`src/rtl/ram_arbiter.sv`:
```
// ram_arbiter: round-robin arbiter giving two requesters access to one single-port RAM.
// Define RAM_ARB_CLEAR_EN to compile in a CLEAR sweep that zeroes the RAM after reset.
module ram_arbiter #(
  parameter int ADDR_W = 3,
  parameter int DATA_W = 16
) (
  input  logic              i_clk,
  input  logic              i_rst,
  input  logic              i_req0,
  input  logic              i_we0,
  input  logic [ADDR_W-1:0] i_addr0,
  input  logic [DATA_W-1:0] i_wdata0,
  input  logic              i_req1,
  input  logic              i_we1,
  input  logic [ADDR_W-1:0] i_addr1,
  input  logic [DATA_W-1:0] i_wdata1,
  output logic              o_ack0,
  output logic              o_ack1,
  output logic [DATA_W-1:0] o_rdata,
  output logic              o_busy,
  output logic [DATA_W-1:0] o_ram_in,
  output logic              o_ram_load,
  output logic [ADDR_W-1:0] o_ram_address,
  input  logic [DATA_W-1:0] i_ram_out
);

`ifdef RAM_ARB_CLEAR_EN
  typedef enum logic [1:0] {IDLE, ACCESS, DONE, CLEAR} state_t;
  localparam state_t RESET_STATE = CLEAR;
`else
  typedef enum logic [1:0] {IDLE, ACCESS, DONE} state_t;
  localparam state_t RESET_STATE = IDLE;
`endif

  state_t              r_state;
  state_t              w_next;
  logic                r_grant;
  logic                r_last;
  logic                r_we;
  logic [ADDR_W-1:0]   r_addr;
  logic [DATA_W-1:0]   r_wdata;
  logic [DATA_W-1:0]   r_rdata;
  logic                w_winner;
  logic                w_any_req;

  // On contention the port that did not win last time is served.
  assign w_any_req = i_req0 | i_req1;
  assign w_winner  = (i_req0 && i_req1) ? ~r_last : i_req1;

  always_comb begin
    w_next = r_state;
    case (r_state)
      IDLE:    if (w_any_req) w_next = ACCESS;
      ACCESS:  w_next = DONE;
      DONE:    w_next = IDLE;
`ifdef RAM_ARB_CLEAR_EN
      CLEAR:   if (r_addr == {ADDR_W{1'b1}}) w_next = IDLE;
`endif
      default: w_next = IDLE;
    endcase
  end

  // r_addr doubles as the CLEAR word counter, so the RAM port keeps its last address afterwards.
  always_ff @(posedge i_clk or posedge i_rst) begin
    if (i_rst) begin
      r_state <= RESET_STATE;
      r_grant <= 1'b0;
      r_last  <= 1'b1;
      r_we    <= 1'b0;
      r_addr  <= '0;
      r_wdata <= '0;
      r_rdata <= '0;
    end else begin
      r_state <= w_next;
      case (r_state)
        IDLE: begin
          if (w_any_req) begin
            r_grant <= w_winner;
            r_we    <= w_winner ? i_we1 : i_we0;
            r_addr  <= w_winner ? i_addr1 : i_addr0;
            r_wdata <= w_winner ? i_wdata1 : i_wdata0;
          end
        end
        ACCESS:  r_rdata <= r_we ? r_wdata : i_ram_out;
        DONE:    r_last <= r_grant;
`ifdef RAM_ARB_CLEAR_EN
        CLEAR:   if (r_addr != {ADDR_W{1'b1}}) r_addr <= r_addr + ADDR_W'(1);
`endif
        default: ;
      endcase
    end
  end

`ifdef RAM_ARB_CLEAR_EN
  assign o_ram_load = ((r_state == ACCESS) && r_we) || ((r_state == CLEAR) && !i_rst);
`else
  assign o_ram_load = (r_state == ACCESS) && r_we;
`endif

  assign o_ram_address = r_addr;
  assign o_ram_in      = r_wdata;
  assign o_rdata       = r_rdata;
  assign o_busy        = (r_state != IDLE);
  assign o_ack0        = (r_state == DONE) && !r_grant;
  assign o_ack1        = (r_state == DONE) && r_grant;

endmodule

```
`config.mk`:
```
export PLATFORM = sky130hd
export DESIGN_NAME = ram_arbiter
export DESIGN_NICKNAME = d
export VERILOG_FILES = /design/src/rtl/ram_arbiter.sv
export SDC_FILE = /design/constraint.sdc
export NUM_CORES = 1
export LEC_CHECK = 0
export BUFFER_PORTS_ARGS = -buffer_cell sky130_fd_sc_hd__buf_2
export CAP_MARGIN = 10
export CORE_MARGIN = 2
export CORE_UTILIZATION = 47
export CTS_BUF_LIST = sky130_fd_sc_hd__clkbuf_4
export CTS_CLUSTER_DIAMETER = 150
export DETAILED_ROUTE_END_ITERATION = 10
export PLACE_DENSITY = 0.89
export SETUP_SLACK_MARGIN = 0.15
export SYNTH_ARGS = -nofsm -noshare
export SYNTH_HDL_FRONTEND = slang
export SYNTH_SLANG_ARGS = --single-unit
export TNS_END_PERCENT = 20
```
`constraint.sdc`:
```
create_clock -name i_clk -period 1.91 [get_ports i_clk]
set_clock_uncertainty 0.05 [all_clocks]
set_input_delay 0.0955 -clock i_clk [delete_from_list [all_inputs] [get_ports i_clk]]
set_output_delay 0.0955 -clock i_clk [all_outputs]
set_load 0.02 [all_outputs]
```
==> impl_results.md <==
- Status: finished, final reports clean
- DRT Pass-1 Iters: 4
- Avg Vias per Cell: 4.95
- Worst path arrival time: 1.86 ns
- Achievable Freq: 593 MHz
- Share of layout cells above drive strength 1: 56.4%
- Reg-to-reg slack, setup: 0.23 ns
- Final hold vios: 0
- Overall power: 4.24 mW
- Cell Area, Synth: 0.00196 mm^2
- Post-cts sizing count: 0
- Full die area: 0.00471 mm^2
- Post-CTS setup repair buffer count: 0
- R2r endpoint: o_ram_in[9]$_DFFE_PP0P_
- Clock Latency Late Sink: 0.33 ns
- Yosys top cell by area: dfrtp_1
- Seq/Total Area, Yosys: 51.1%
- Initial antenna violation count: 0
- Largest net degree at the start of global routing: 41
- Seq cells post-synth: 40
- GR Overflow Total: 0
- Startpoint class of the critical path: flip-flop
- H-tree depth: 2
- TritonCTS buffer count: 5
- Hold endpoint: o_rdata[12]$_DFFE_PP0N_
- Initial core utilization: 49.1%
- Net Count, Synth: 214
- Critical Path RT: 2.08 ns
- Dpl hpwl: 3470 um
- CP Max Fanout: 10
- GP Congestion: 0.785
- Leading cell type in the layout, fill and taps excluded: buf_2
- # DRC: 0
- Setup CP Type: reg2reg
- Worst Tran Pin Value: 0.511 ns
- Finish-stage setup viols: 0
- Syn Area/Cell: 12.7 um^2
- Final period util: 88.2%
- Pwr/cell area: 1590 mW/mm^2
- Input/output buffers: 98
- Yosys warning count: 0
- Die Span X: 68.6 um
- TritonCTS Sinks: 40
- Final WL: 4870 um
- Post-synthesis cell type count: 16
- CTS Buffer Depth: 2
- Synth top area share: 49.7%
- IO Pins: 99
- Post-Route Setup TNS: 0 ns
- CTS root buf: clkbuf_4
- Routed vias: 1564
- First-pass GRT wire length: 7200 um
- Max-cap violations: 0
- Slew Limit Fails: 0
- Core ar.: 0.00400 mm^2
- CTS tree: yes
- Die Height: 68.6 um
- Hold path depth: 3
- CP Launch Point: r_last$_DFFE_PP1N_
- Static leakage: 1.44 nW
- RSZ-0062 raised after global routing: false
- Hold Crit Start: i_ram_out[12]
- Avg WL per Cell: 15.4 um
- VDD IR max: 0.00102 V
- Gr usage total: 21.2%
- Post-route ant nets: 0
- Core Rows: 23
- Reg clk slew, reported paths: 0.11 ns
- Most frequent cells in the layout: buf_2, dfrtp_1, mux2_2, mux2_4, mux2i_1
- Layout net count: 326
- Worst r2r src: r_last$_DFFE_PP1N_
- Top post-synthesis cells by area: dfrtp_1, mux2_4, mux2_2
- Reg2reg path depth: 3
- Hold WC Path Type: in2reg
- Relative slew slack: 65.9%
- Initial DRC Count: 50
- Vias in the first global route: 1546
- CP Capture Type: flip-flop
- Final Critical Period: 1.68 ns
- Synth Instances: 154
- Area grow syn2layout: 35.8%
- Antenna cell count: 0
layout make-up:
class,count,area [um^2]
repair buffers,114,638
clock buffers,5,37.5
fillers,330,1340
well taps,50,62.6
inverters,6,22.5
multi-input cells,99,895
clock inverters,2,7.51
flip-flops and latches,40,1000
per-layer routing:
layer | wire length, um | vias up | global-route usage, %
met1 | 1910 | 741 | 24.0
met4 | 124 | 0 | 7.75
met3 | 197 | 14 | 5.03
met5 | 0 | - | 0
li1 | - | 755 | -
met2 | 2640 | 54 | 38.6
cells by family after synthesis:
| group | share of synthesized area (%) |
|---|---|
| multiplexers | 34.4 |
| AO/OA/AOI/OAI | 5.99 |
| buffers and inverters | 4.08 |
| flip-flops | 51.1 |
| AND/OR/NAND/NOR | 4.46 |
repair_timing:
action / CTS / global route
hold buffers: 11 / 0
setup endpoints to repair: 0 / 1
hold endpoints to repair: 48 / 0
cells in the mapped netlist:
cell type	number
dfrtp_1	39
mux2_2	20
mux2_4	18
mux2i_1	18
o21ai_0	17
nand2_1	16
inv_1	6
buf_2	4
clkbuf_1	4
nor2_1	4
buf_6	2
nand2b_1	2
a21bo_4	1
a21o_1	1
dfstp_2	1
o2bb2ai_1	1
how the worst max path moves through the flow:
stage | to | slack [ns] | cells past startpoint
2_1_floorplan | o_ram_in[9]$_DFFE_PP0P_ | 0.39 | 4
3_3_place_gp | o_ram_in[10]$_DFFE_PP0P_ | 0.22 | 3
3_5_place_dp | o_ram_in[10]$_DFFE_PP0P_ | 0.19 | 3
4_1_cts | o_ram_in[10]$_DFFE_PP0P_ | 0.17 | 3
5_1_grt | o_ram_in[15]$_DFFE_PP0P_ | 0.18 | 3
6_report | o_ram_in[9]$_DFFE_PP0P_ | 0.23 | 3
flip-flops by register name, summed over array words and instances (netlist names):
register and count:
r_last 1, r_we 1, o_ram_in 16, o_rdata 16, r_grant 1, o_ram_address 3
r_state 2
report_power, final:
part / leakage [nW] / internal [mW] / switching, mW
combinational: 0.939 / 0.980 / 1.31
sequential: 0.478 / 1.29 / 0.282
clock: 0.0261 / 0.129 / 0.258
total: 1.44 / 2.40 / 1.85
metrics by stage:
stage          cell area [um^2]  utilization, %  setup slack (ns)  hold WS [ns]  cells
6_report                   2670            66.6             0.225       0.00194    316
5_1_grt                    2670            66.6             0.180        0.0150    316
4_1_cts                    2660            66.4             0.166      0.000574    315
3_5_place_dp               2500            62.5             0.187         0.212    297
3_3_place_gp               2500            62.5             0.223         0.194    297
2_1_floorplan              1960               -             0.390         0.239    154
critical path: stages (launching register included):
cell     delay [ns]
dfstp_2        0.57
a21bo_2        0.37
mux2_4         0.33
mux2_2         0.26
Power figures use the tool's default switching activity.
